[config.mk]
export PLATFORM = sky130hd
export DESIGN_NAME = pmu_frame_ctrl_flat
export DESIGN_NICKNAME = d
export VERILOG_FILES = /design/src/rtl/pmu_pkg.sv /design/src/rtl/pmu_frame_ctrl_if.sv /design/src/rtl/pmu_timeout_cnt.sv /design/src/rtl/pmu_frame_ctrl.sv /design/src/flat_wrapper.sv
export SDC_FILE = /design/constraint.sdc
export NUM_CORES = 1
export LEC_CHECK = 0
export BUFFER_PORTS_ARGS = -buffer_cell sky130_fd_sc_hd__buf_2
export CELL_PAD_IN_SITES_DETAIL_PLACEMENT = 1
export CELL_PAD_IN_SITES_GLOBAL_PLACEMENT = 1
export CORE_MARGIN = 3
export CORE_UTILIZATION = 45
export DETAILED_ROUTE_END_ITERATION = 8
export PLACE_DENSITY_LB_ADDON = 0.1
export SETUP_SLACK_MARGIN = 0.3
export SYNTH_ARGS = -nofsm -noshare
export SYNTH_HDL_FRONTEND = slang
export SYNTH_SLANG_ARGS = --single-unit
[constraint.sdc]
create_clock -name clk -period 4.39 [get_ports clk]
set_clock_uncertainty 0.2 [all_clocks]
set_input_delay 0.439 -clock clk [delete_from_list [all_inputs] [get_ports clk]]
set_output_delay 0.439 -clock clk [all_outputs]
set_load 0.005 [all_outputs]
[src/rtl/pmu_pkg.sv]
// Shared definitions for the PMU serial frame controller: instruction codes, FSM encoding, default widths.
// Pure package; no logic, no latency.
package pmu_pkg;

  localparam logic [3:0] PC_TO_SCAN = 4'd0;
  localparam logic [3:0] PC_TO_MEM  = 4'd1;
  localparam logic [3:0] MEM_TO_AES = 4'd2;
  localparam logic [3:0] PC_TO_KEY  = 4'd3;

  localparam int DEF_AES_DATA_WIDTH = 128;
  localparam int DEF_KEY_DATA_WIDTH = 128;
  localparam int DEF_MEM_DATA_WIDTH = 32;
  localparam int DEF_TIMEOUT_CYCLES = 1024;

  typedef enum logic [1:0] {
    ST_IDLE    = 2'd0,
    ST_HDR     = 2'd1,
    ST_PAYLOAD = 2'd2,
    ST_ERR     = 2'd3
  } state_t;

  // Index of the final payload bit for a decoded instruction (payload length minus one).
  function automatic logic [7:0] last_idx(input logic [3:0] instr, input int aes_w,
                                          input int mem_w, input int key_w);
    case (instr)
      PC_TO_MEM: last_idx = 8'(mem_w - 1);
      PC_TO_KEY: last_idx = 8'(key_w - 1);
      default:   last_idx = 8'(aes_w - 1);
    endcase
  endfunction

endpackage

[src/rtl/pmu_frame_ctrl_if.sv]
// Host-side serial link plus SIPO-side control outputs of the frame controller.
// master = host/bench side, slave = controller side.
interface pmu_frame_ctrl_if;
  logic       sdi;
  logic       sdi_valid;
  logic       en;
  logic [3:0] instruction;
  logic       data_o;
  logic       send;
  logic       busy;
  logic       err;

  modport master (output sdi, sdi_valid,
                  input  en, instruction, data_o, send, busy, err);
  modport slave  (input  sdi, sdi_valid,
                  output en, instruction, data_o, send, busy, err);
endinterface

[src/rtl/pmu_timeout_cnt.sv]
// Counts consecutive idle (sdi_valid=0) cycles while a frame is open; o_expire is combinational
// and fires on the CYCLES-th idle cycle so the FSM can leave on that same edge. No backpressure.
module pmu_timeout_cnt
  import pmu_pkg::*;
#(
  parameter int CYCLES = DEF_TIMEOUT_CYCLES
) (
  input  logic clk,
  input  logic rst,
  input  logic i_run,
  input  logic i_vld,
  output logic o_expire
);

  localparam int W = $clog2(CYCLES + 1);

  logic [W-1:0] r_cnt;

  always_ff @(posedge clk) begin
    if (rst) begin
      r_cnt <= '0;
    end else if (i_run && !i_vld) begin
      r_cnt <= r_cnt + 1'b1;
    end else begin
      r_cnt <= '0;
    end
  end

  assign o_expire = i_run && !i_vld && (r_cnt == W'(CYCLES - 1));

endmodule

[src/rtl/pmu_frame_ctrl.sv]
// Serial frame decoder: start bit, 4-bit LSB-first instruction, N payload bits forwarded to the SIPO
// with one cycle of latency; no backpressure, sdi_valid gaps stall. Idle timeout under PMU_FRAME_TIMEOUT_EN.
module pmu_frame_ctrl
  import pmu_pkg::*;
#(
  parameter int AES_DATA_WIDTH = DEF_AES_DATA_WIDTH,
  parameter int KEY_DATA_WIDTH = DEF_KEY_DATA_WIDTH,
  parameter int MEM_DATA_WIDTH = DEF_MEM_DATA_WIDTH,
  parameter int TIMEOUT_CYCLES = DEF_TIMEOUT_CYCLES
) (
  input logic               clk,
  input logic               rst,
  pmu_frame_ctrl_if.slave   bus
);

  state_t     r_state, w_state_nxt;
  logic [7:0] r_cnt, w_cnt_nxt;
  logic [2:0] r_hdr, w_hdr_nxt;
  logic [3:0] r_instruction, w_instr_nxt;
  logic       r_en, r_data_o, r_send, r_busy, r_err;
  logic       w_en_nxt, w_data_nxt, w_send_nxt, w_busy_nxt, w_err_nxt;
  logic [3:0] w_hdr_val;
  logic [7:0] w_last;
  logic       w_timeout;

  if (TIMEOUT_CYCLES < 1) begin : g_bad_cfg
    $error("TIMEOUT_CYCLES must be at least 1");
  end

`ifdef PMU_FRAME_TIMEOUT_EN
  logic w_run;
  assign w_run = (r_state == ST_HDR) || (r_state == ST_PAYLOAD);

  pmu_timeout_cnt #(.CYCLES(TIMEOUT_CYCLES)) u_timeout (
    .clk      (clk),
    .rst      (rst),
    .i_run    (w_run),
    .i_vld    (bus.sdi_valid),
    .o_expire (w_timeout)
  );
`else
  assign w_timeout = 1'b0;
`endif

  // Header shifts in from the top, so after three bits r_hdr already holds {b2,b1,b0}.
  assign w_hdr_val = {bus.sdi, r_hdr};
  assign w_last    = last_idx(r_instruction, AES_DATA_WIDTH, MEM_DATA_WIDTH, KEY_DATA_WIDTH);

  always_ff @(posedge clk) begin
    if (rst) begin
      r_state <= ST_IDLE;
      r_cnt   <= '0;
      r_hdr   <= '0;
    end else begin
      r_state <= w_state_nxt;
      r_cnt   <= w_cnt_nxt;
      r_hdr   <= w_hdr_nxt;
    end
  end

  always_comb begin
    w_state_nxt = r_state;
    w_cnt_nxt   = r_cnt;
    w_hdr_nxt   = r_hdr;
    case (r_state)
      ST_IDLE: begin
        if (bus.sdi_valid && bus.sdi) begin
          w_state_nxt = ST_HDR;
          w_cnt_nxt   = '0;
        end
      end
      ST_HDR: begin
        if (w_timeout) begin
          w_state_nxt = ST_ERR;
        end else if (bus.sdi_valid) begin
          if (r_cnt == 8'd3) begin
            w_cnt_nxt   = '0;
            w_state_nxt = (w_hdr_val <= PC_TO_KEY) ? ST_PAYLOAD : ST_ERR;
          end else begin
            w_hdr_nxt = {bus.sdi, r_hdr[2:1]};
            w_cnt_nxt = r_cnt + 8'd1;
          end
        end
      end
      ST_PAYLOAD: begin
        if (w_timeout) begin
          w_state_nxt = ST_ERR;
        end else if (bus.sdi_valid) begin
          if (r_cnt == w_last) begin
            w_state_nxt = ST_IDLE;
            w_cnt_nxt   = '0;
          end else begin
            w_cnt_nxt = r_cnt + 8'd1;
          end
        end
      end
      default: begin
        w_state_nxt = ST_IDLE;
        w_cnt_nxt   = '0;
      end
    endcase
  end

  // Output values for the next cycle; busy reflects the current state one cycle late.
  always_comb begin
    w_en_nxt    = 1'b0;
    w_send_nxt  = 1'b0;
    w_data_nxt  = r_data_o;
    w_instr_nxt = r_instruction;
    w_busy_nxt  = (r_state != ST_IDLE);
    w_err_nxt   = (w_state_nxt == ST_ERR);
    if (r_state == ST_PAYLOAD && bus.sdi_valid) begin
      w_en_nxt   = 1'b1;
      w_data_nxt = bus.sdi;
      w_send_nxt = (r_cnt == w_last);
    end
    if (r_state == ST_HDR && bus.sdi_valid && r_cnt == 8'd3) begin
      w_instr_nxt = w_hdr_val;
    end
  end

  always_ff @(posedge clk) begin
    if (rst) begin
      r_en          <= 1'b0;
      r_data_o      <= 1'b0;
      r_send        <= 1'b0;
      r_busy        <= 1'b0;
      r_err         <= 1'b0;
      r_instruction <= '0;
    end else begin
      r_en          <= w_en_nxt;
      r_data_o      <= w_data_nxt;
      r_send        <= w_send_nxt;
      r_busy        <= w_busy_nxt;
      r_err         <= w_err_nxt;
      r_instruction <= w_instr_nxt;
    end
  end

  assign bus.en          = r_en;
  assign bus.data_o      = r_data_o;
  assign bus.send        = r_send;
  assign bus.busy        = r_busy;
  assign bus.err         = r_err;
  assign bus.instruction = r_instruction;

endmodule

[src/flat_wrapper.sv]
// flat-port wrapper written by rule: the top's interface ports become plain ports
module pmu_frame_ctrl_flat import pmu_pkg::*;
#(
  parameter int AES_DATA_WIDTH = DEF_AES_DATA_WIDTH,
  parameter int KEY_DATA_WIDTH = DEF_KEY_DATA_WIDTH,
  parameter int MEM_DATA_WIDTH = DEF_MEM_DATA_WIDTH,
  parameter int TIMEOUT_CYCLES = DEF_TIMEOUT_CYCLES
)
  (clk, rst, bus_sdi, bus_sdi_valid, bus_en, bus_instruction, bus_data_o, bus_send, bus_busy, bus_err);
  pmu_frame_ctrl_if bus_i ();
  input logic clk;
  input logic rst;
  input wire logic [$bits(bus_i.sdi)-1:0] bus_sdi;
  input wire logic [$bits(bus_i.sdi_valid)-1:0] bus_sdi_valid;
  output wire logic [$bits(bus_i.en)-1:0] bus_en;
  output wire logic [$bits(bus_i.instruction)-1:0] bus_instruction;
  output wire logic [$bits(bus_i.data_o)-1:0] bus_data_o;
  output wire logic [$bits(bus_i.send)-1:0] bus_send;
  output wire logic [$bits(bus_i.busy)-1:0] bus_busy;
  output wire logic [$bits(bus_i.err)-1:0] bus_err;
  assign bus_i.sdi = bus_sdi;
  assign bus_i.sdi_valid = bus_sdi_valid;
  assign bus_en = bus_i.en;
  assign bus_instruction = bus_i.instruction;
  assign bus_data_o = bus_i.data_o;
  assign bus_send = bus_i.send;
  assign bus_busy = bus_i.busy;
  assign bus_err = bus_i.err;
  pmu_frame_ctrl #(.AES_DATA_WIDTH(AES_DATA_WIDTH), .KEY_DATA_WIDTH(KEY_DATA_WIDTH), .MEM_DATA_WIDTH(MEM_DATA_WIDTH), .TIMEOUT_CYCLES(TIMEOUT_CYCLES)) u_core (.clk(clk), .rst(rst), .bus(bus_i));
endmodule
==> Word level (Yosys, flattened, before mapping) <==
Cells that the tools add are included.
{ "word_totals": {"regBits": 22, "word_cells": 46} }
{ "classes": {"add_sub_neg": 1, "magnitude_cmp": 1, "eq_ne": 9, "muxes": 15, "bitwise_logic": 2, "n_reduce_logical": 9} }
{ "op_table": {"columns": ["operator", "n"], "rows": [
  ["8-bit two-way mux", 5],
  ["8-bit case mux with 3 select lines", 1],
  ["2-bit two-way mux", 5],
  ["8-bit by 1-bit adder with 8-bit output (second input constant)", 1],
  ["8-bit by 2-bit == test with 1-bit output (second input constant)", 1],
  ["8-bit by 7-bit == test with 1-bit output", 1],
  ["7-bit two-way mux", 1],
  ["2-bit case mux with 3 select lines", 1],
  ["3-bit AND reduction", 2],
  ["2-bit == test (second input constant)", 2],
  ["4-bit by 1-bit == test with 1-bit output (second input constant)", 1],
  ["4-bit by 2-bit <= comparator with 1-bit output (second input constant)", 1],
  ["1-bit logical AND", 4],
  ["2-bit inequality test (second input constant)", 2],
  ["2-bit by 1-bit == test with 1-bit output (second input constant)", 1],
  ["2-bit zero test", 1],
  ["1-bit two-way mux", 2],
  ["2-bit by 1-bit inequality test with 1-bit output (second input constant)", 1],
  ["1-bit inverter", 2],
  ["2-bit nonzero test", 1],
  ["2-bit OR reduction", 1]
]} }

==> Logic depth before layout (Yosys ltp) <==
Gate-level depths: netlist of run 1.
{ "logic_depth": {"depth_word": 7, "ltp_mapped": 8} }

==> Worst setup path after synthesis of run 1 <==
Ideal clock, no wire load.
{ "synth_path": {"path_type": "reg2reg", "start": "register u_core.r_cnt[0]", "end": "register u_core.r_cnt[5]", "setup_time_ns": 0.120, "arrival_ns": 1.656, "required_ns": 4.070, "path_slack_ns": 2.415, "path_stages_with_launch": 7, "n_path_buf": 0, "path_cell_list": "dfxtp_1 ha_1 nor4b_2 and2_1 o221a_4 nor3_2 a211o_1"} }
{ "synth_via": {"elab_chain_cells": 4, "word_cells_on_any_way": 8, "cone_classes": "1 x add/sub; 2 x eq/ne; 5 x mux"} }
{ "synth_lines": {"columns": ["item", "line", "text"], "rows": [
  ["start, declared", "pmu_frame_ctrl.sv:17", "logic [7:0] r_cnt, w_cnt_nxt;"],
  ["start signal, assigned", "pmu_frame_ctrl.sv:56", "r_cnt <= w_cnt_nxt;"],
  ["8-bit by 1-bit adder with 8-bit output (tied with other cells)", "pmu_frame_ctrl.sv:81, pmu_frame_ctrl.sv:93", null],
  ["8-bit two-way mux, on equally long branches", "pmu_frame_ctrl.sv:89, pmu_frame_ctrl.sv:76", null],
  ["8-bit two-way mux, on equally long branches", "pmu_frame_ctrl.sv:88, pmu_frame_ctrl.sv:75", null],
  ["8-bit case mux with 3 select lines *", "pmu_frame_ctrl.sv:65", "case (r_state)"]
]} }
Every way passes the cells marked *; elsewhere a longest branch is shown, timed or not. The select of a mux whose other input is x is not followed.
A chain may end at the register's enable or synchronous reset.

==> Final worst setup path of run 1 <==
Same ends and word-level chain as after synthesis.

==> results of run 1 <==
[metrics by stage]
step	util	std cells	worst slack, ns	power, W
finish	0.540	176	2.07	0.000324
global route	0.540	176	1.91	0.000338
CTS	0.540	176	2.09	0.000327
detailed placement	0.530	173	2.17	0.000238
global placement	0.530	173	2.27	0.000236
floorplan	-	137	2.41	0.000229
[area by class of cell]
class,count,area share
flip-flops and latches,22,0.352
well taps,28,0.0280
clock buffers,3,0.0180
repair buffers,12,0.0480
inverters,4,0.0120
multi-input cells,107,0.542
[cells by family after synthesis]
group | Yosys count | share of synthesized area
and+or+nand+nor | 63 | 0.287
muxes | 4 | 0.0348
buffers and inverters | 8 | 0.0261
AOI/OAI and AO/OA | 35 | 0.214
DFF | 22 | 0.383
adders and majority gates | 5 | 0.0544
[where the power goes]
part	switching [W]	internal, W	total, W
Combinational	0.0000206	0.0000105	0.0000311
Sequential	0.00000148	0.000201	0.000203
Clock	0.0000582	0.0000320	0.0000902
[layout by cell type, fill, tap and decap left out, drive strengths merged, types with 2 or more instances in the layout]
cell type / instances
dfxtp: 22
nand2: 18
nor2: 15
buf: 12
a21oi: 11
nor3: 10
ha: 5
inv: 4
mux2i: 4
nand3: 4
and3: 4
a31oi: 3
o21ai: 3
a21o: 3
o31ai: 3
a22o: 3
clkbuf: 3
nand4: 2
nand2b: 2
o21a: 2
nor4b: 2
[path summary, 6_finish.rpt]
path / startpoint / end / slack (ns) / depth (start not counted)
min: bus_sdi / u_core.bus.instruction[3] / 0.23 / 3
min reg2reg: u_core.bus.data_o / u_core.bus.data_o / 0.26 / 2
max: u_core.r_cnt[0] / u_core.r_cnt[5] / 2.07 / 6
max reg2reg: u_core.r_cnt[0] / u_core.r_cnt[5] / 2.07 / 6
[state kept, by name, summed over array words and instances, names as in the netlist]
signal	count
u_core.r_hdr	3
u_core.bus.send	1
u_core.bus.en	1
u_core.r_state	2
u_core.bus.instruction	4
u_core.bus.busy	1
u_core.bus.data_o	1
u_core.r_cnt	8
u_core.bus.err	1
[layer usage]
| layer | vias to the layer above | track usage |
|---|---|---|
| li1 | 518 | - |
| met3 | 11 | 0.0322 |
| met1 | 517 | 0.239 |
| met5 | - | 0 |
| met2 | 23 | 0.317 |
| met4 | 0 | 0.102 |
[worst register-to-register path: stages (launching register included)]
cell	delay, ns
dfxtp_1	0.40
ha_1	0.25
nor4b_2	0.43
and2_1	0.29
o221a_4	0.24
nor3_2	0.07
a211o_1	0.32
==> run_results.csv, run 1 <==
group,metric,value,unit
synthesis,yosys-top-cells-count,"22 x dfxtp_1, 18 x nand2_1, 15 x nor2_1",
cts,postCtsSetupBuffers,0,
cts,clock_path_buffers,2,
worst_setup_path,crit_path_max_incr_delay,0.43,ns
run_status,outcome,"finished, final reports clean",
route,dr_wl_met3,91,um
global_routing,overflow,0,
global_routing,grt_first_pass_wirelength,4890,um
synthesis,async_reset_ff_frac,0,
worst_setup_path,cp_top_family,"simple AND/OR/NAND/NOR gates",
worst_setup_path,worstSetupStartpointType,"flop",
die,die_h,56.6,um
timing,finalHoldViolCount,0,
synthesis,syn_nets,146,
finish,diodes,0,
synthesis,syn_avg_cell_area,8.39,um^2
cts,clock_latency,0.31,ns
cts,cts_buffers,3,
finish,fillers,289,
finish,syn2layout_area_growth,8.92,%
synthesis,synthDistinctLibCells,38,
cts,clkTransAtPathRegs,0.12,ns
synthesis,ys_ff_latch,22,
route,dr.pass1.iters,4,
power_and_ir_drop,powerDensity,259,nW/um^2
route,drt-initial-drc-count,16,
route,wire_per_inst,16.4,um
placed_design,placed_cell_area,1230,um^2
die,start_util,0.496,
die,dieArea,3200,um^2
synthesis,synth.most_common_cell,"dfxtp_1",
timing,rsz0062_at_grt,"no",
route,num_vias,1069,
placed_design,dp_hpwl,2140,um
die,die_width,56.6,um
cts,hold_buffers,0,
power_and_ir_drop,p_leak,0.495,nW
worst_setup_path,crit_buf_inv,0,
timing,fin_setup_tns,0,ns
power_and_ir_drop,ir_worst_vdd,167,uV
timing,fin_crit,2.32,ns
cts,cts_sinks,22,
cts,cts_root_buf,"clkbuf_4",
worst_setup_path,arrival,2.31,ns
worst_setup_path,worst_path_max_delay_cell,"nor4b_2",
synthesis,synth-edff-count,0,
global_routing,grt_start_max_net_pins,23,
worst_setup_path,critical_path.max_fanout,6,
route,ant_nets,0,
route,drc_errors,0,
timing,drv_slew,0,
die,core_area,2320,um^2
global_routing,antenna_found_initial,0,
global_routing,grt_pass1_vias,1089,
cts,cts_resized,0,
timing,setup_violations,0,
worst_setup_path,crit_chain,"ha_1 > nor4b_2 > and2_1 > o221a_4 > nor3_2 > a211o_1",
placed_design,portBuffers,12,
cts,cts_tree,"yes",
route,routed_wl,2890,um
worst_setup_path,crit_type,"flop to flop",
finish,drive_gt1_frac,0.149,
route,met1_length,1380,um
worst_setup_path,crit_path_end_kind,"flop",
finish,design_area,1250,um^2
global_routing,grt_use_total,0.193,
placed_design,gp_congestion,0.788,
synthesis,netlist.area_leader.share,0.383,
route,viasPerCell,6.07,
flow_run,max-cap-violations,0,
finish,nets,159,
finish,seqCellArea,440,um^2
finish,multi_input_area,679,um^2
timing,max_slew_margin,0.552,
route,wl_met2,1330,um
timing,whs,0.228,ns
synthesis,syn_inst,137,
timing,worst_pin_slew,0.673,ns
synthesis,ys_seq_area_frac,0.383,
timing,fmax,0.432,GHz
min_path,hold_path_class,"primary input to flop",
worst_setup_path,cp.required,4.38,ns
synthesis,netlist_area,1150,um^2
die,io_pins,13,
timing,post-route-period-util,0.527,
synthesis,synth_largest_area_cell,"dfxtp_1",
route,top_layer,"met4",
cts,htreeDepth,1,
synthesis,synth_area_leaders,"dfxtp_1 38%, nand2_1 5.9%, ha_1 5.4%, nor2_1 4.9%, a21oi_1 4.4%",
synthesis,ys_warn_count,0,
die,rows,17,
synthesis,synth_ff_type,"dfxtp_1",
Note: power is estimated with default switching activity, not from simulation.
==> inputs of run 2 (changes only) <==
--- a/config.mk
+++ b/config.mk
@@ -9,7 +9,7 @@
 export CELL_PAD_IN_SITES_DETAIL_PLACEMENT = 1
 export CELL_PAD_IN_SITES_GLOBAL_PLACEMENT = 1
 export CORE_MARGIN = 3
-export CORE_UTILIZATION = 45
+export CORE_UTILIZATION = 38
 export DETAILED_ROUTE_END_ITERATION = 8
 export PLACE_DENSITY_LB_ADDON = 0.1
 export SETUP_SLACK_MARGIN = 0.3
==> constraint.sdc (replaced) <==
create_clock -name clk -period 1.9 [get_ports clk]
set_clock_uncertainty 0.2 [all_clocks]
set_input_delay 0.19 -clock clk [delete_from_list [all_inputs] [get_ports clk]]
set_output_delay 0.19 -clock clk [all_outputs]
set_load 0.005 [all_outputs]
==> run 2 against run 1 <==
Net effect: the flow now finishes with violations (setup timing); combinational power grew to 3.6 times the previous value; utilization grew 5.3 points; sequential share of layout area shrank 7.9 points; wire length grew 30%; flip-flop and latch count is the same; worst setup slack lost 2.1 ns; non-clock buffer count grew 28; power grew to 2.6 times the previous value; critical endpoint is now u_core.bus.instruction[0]; critical path type unchanged; register-to-register slack lost 2.1 ns; cell area grew 34%; maximum frequency grew 21%; largest power group unchanged; die area grew 16%.
==> run_results.csv, run 2 (same netlist as run 1, synthesis figures left out) <==
group,metric,value,unit
worst_setup_path,crit_type,"flop to flop",
global_routing,grt_first_pass_wirelength,6210,um
placed_design,dp_hpwl,2350,um
worst_setup_path,crit_path_max_incr_delay,0.37,ns
worst_setup_path,cp_top_family,"buffers and inverters",
finish,nets,187,
placed_design,dp_cells,187,
placed_design,portBuffers,12,
cts,cts_tree,"yes",
route,wire_per_inst,18.0,um
timing,setup_ws,-0.0198,ns
run_status,outcome,"finished with violations",
finish,drive_gt1_frac,0.441,
die,start_util,0.406,
cts,cts_root_buf,"clkbuf_4",
worst_setup_path,critical_path.max_fanout,4,
power_and_ir_drop,p_int,0.000628,W
global_routing,grt_pass1_vias,1289,
die,io_pins,13,
global_routing,antenna_found_initial,0,
finish,final_common_cell,"buf_4",
finish,fillers,346,
timing,fmax,0.521,GHz
finish,final_core_util,0.593,
power_and_ir_drop,seq_power_share,0.547,
finish,stdcell_count,208,
die,core_area,2830,um^2
route,drc_errors,0,
worst_setup_path,cpMostUsedCell,"buf_4",
route,dr.pass1.iters,4,
finish,layout.cells.most_common_list,"24 x buf_4, 16 x nand2_1, 14 x dfxtp_1",
timing,fin_crit,1.92,ns
die,die_h,61.0,um
cts,htreeDepth,1,
die,rows,19,
worst_setup_path,crit_buf_inv,3,
finish,diodes,0,
power_and_ir_drop,swShare,0.262,
cts,cts_sinks,22,
global_routing,overflow,0,
power_and_ir_drop,switchingPower,0.000223,W
timing,rsz0062_at_grt,"yes",
run_status,violations,"setup timing",
cts,clock_latency,0.33,ns
timing,drv_slew,0,
min_path,hold_path_class,"primary input to flop",
route,drt-initial-drc-count,37,
power_and_ir_drop,power.total,0.000850,W
power_and_ir_drop,clock_power_share,0.321,
route,routed_wl,3750,um
power_and_ir_drop,powerDensity,507,nW/um^2
global_routing,grt_start_max_net_pins,23,
power_and_ir_drop,p_leak,0.673,nW
cts,clkTransAtPathRegs,0.13,ns
route,viasPerCell,5.76,
finish,syn2layout_area_growth,45.9,%
worst_setup_path,worst_path_max_delay_cell,"dfxtp_2",
timing,post-route-period-util,1.01,
worst_setup_path,worstSetupStartpointType,"flop",
die,dieArea,3720,um^2
finish,regMostFlops,"u_core.r_cnt",
timing,max_slew_margin,0.696,
worst_setup_path,arrival,1.93,ns
worst_setup_path,crit_chain,"ha_4 > nor4b_4 > buf_4 > nand4_1 > buf_4 > buf_6 > nand2_1 > a21oi_1",
route,num_vias,1198,
flow_run,max-cap-violations,0,
placed_design,gp_congestion,0.713,
power_and_ir_drop,combPwrFrac,0.132,
cts,cts_buffers,3,
worst_setup_path,cp.required,1.91,ns
route,ant_nets,0,
worst_setup_path,crit_path_end_kind,"flop",
timing,setup_violations,5,
timing,finalHoldViolCount,0,
cts,clock_path_buffers,2,
global_routing,grt_use_total,0.229,
timing,worst_pin_slew,0.455,ns
power_and_ir_drop,ir_worst_vdd,319,uV
finish,largest_reg_flops,8,
die,die_width,61.0,um
run 2: timing repair:
item	in CTS	in global routing
endpoints found under the hold margin	2	0
buffers inserted	12	3
hold buffers	2	0
pin swaps	17	6
gates cloned	0	0
gates resized for setup	16	8
endpoints found under the setup margin	18	19
run 2: stage by stage:
stage | cell area (um^2) | hold slack (ns) | TNS (ns) | worst slack, ns
after floorplan | 1240 | 0.118 | 0 | 0.107
after global placement | 1400 | 0.242 | 0 | 0.0307
after detailed placement | 1400 | 0.254 | -0.0657 | -0.0510
after CTS | 1610 | 0.0393 | -0.00245 | -0.00245
after global routing | 1680 | 0.0796 | -0.888 | -0.119
final | 1680 | 0.0579 | -0.0600 | -0.0198
run 2: cell type report:
cell class,count,area (um^2),area share
inverter,4,15.0,0.00895
multi-input combinational,107,847,0.505
sequential,22,458,0.273
clock buffer,4,36.3,0.0216
timing repair buffer,40,283,0.169
tap,31,38.8,0.0231
run 2: worst register-to-register path, delay by kind of cell (launching register included):
kind	cells	cell delay (ns)
flops	1	0.37
fa+ha+maj	1	0.16
buf+inv	3	0.53
simple gates	3	0.47
compound gates	1	0.06
run 2: final timing paths:
kind	startpoint	end	slack [ns]	cells after the start
setup / recovery	u_core.r_cnt[1]	u_core.bus.instruction[0]	-0.02	8
hold / removal	bus_sdi_valid	u_core.bus.en	0.06	3
setup reg to reg	u_core.r_cnt[1]	u_core.bus.instruction[0]	-0.02	8
hold reg to reg	u_core.bus.data_o	u_core.bus.data_o	0.26	2
run 2: power by group through the flow:
stage                     registers (W)  logic (W)  clock network (W)
after floorplan                0.000477  0.0000600                  0
after global placement         0.000477  0.0000823                  0
after detailed placement       0.000478  0.0000851                  0
after CTS                      0.000466   0.000106           0.000269
after global routing           0.000466   0.000121           0.000294
final                          0.000465   0.000112           0.000273
run 2: routing by layer:
metal  share of wire  global-route usage
met5               0                   0
met4           0.025              0.0867
met3           0.035              0.0419
met2            0.50               0.406
met1            0.44               0.275
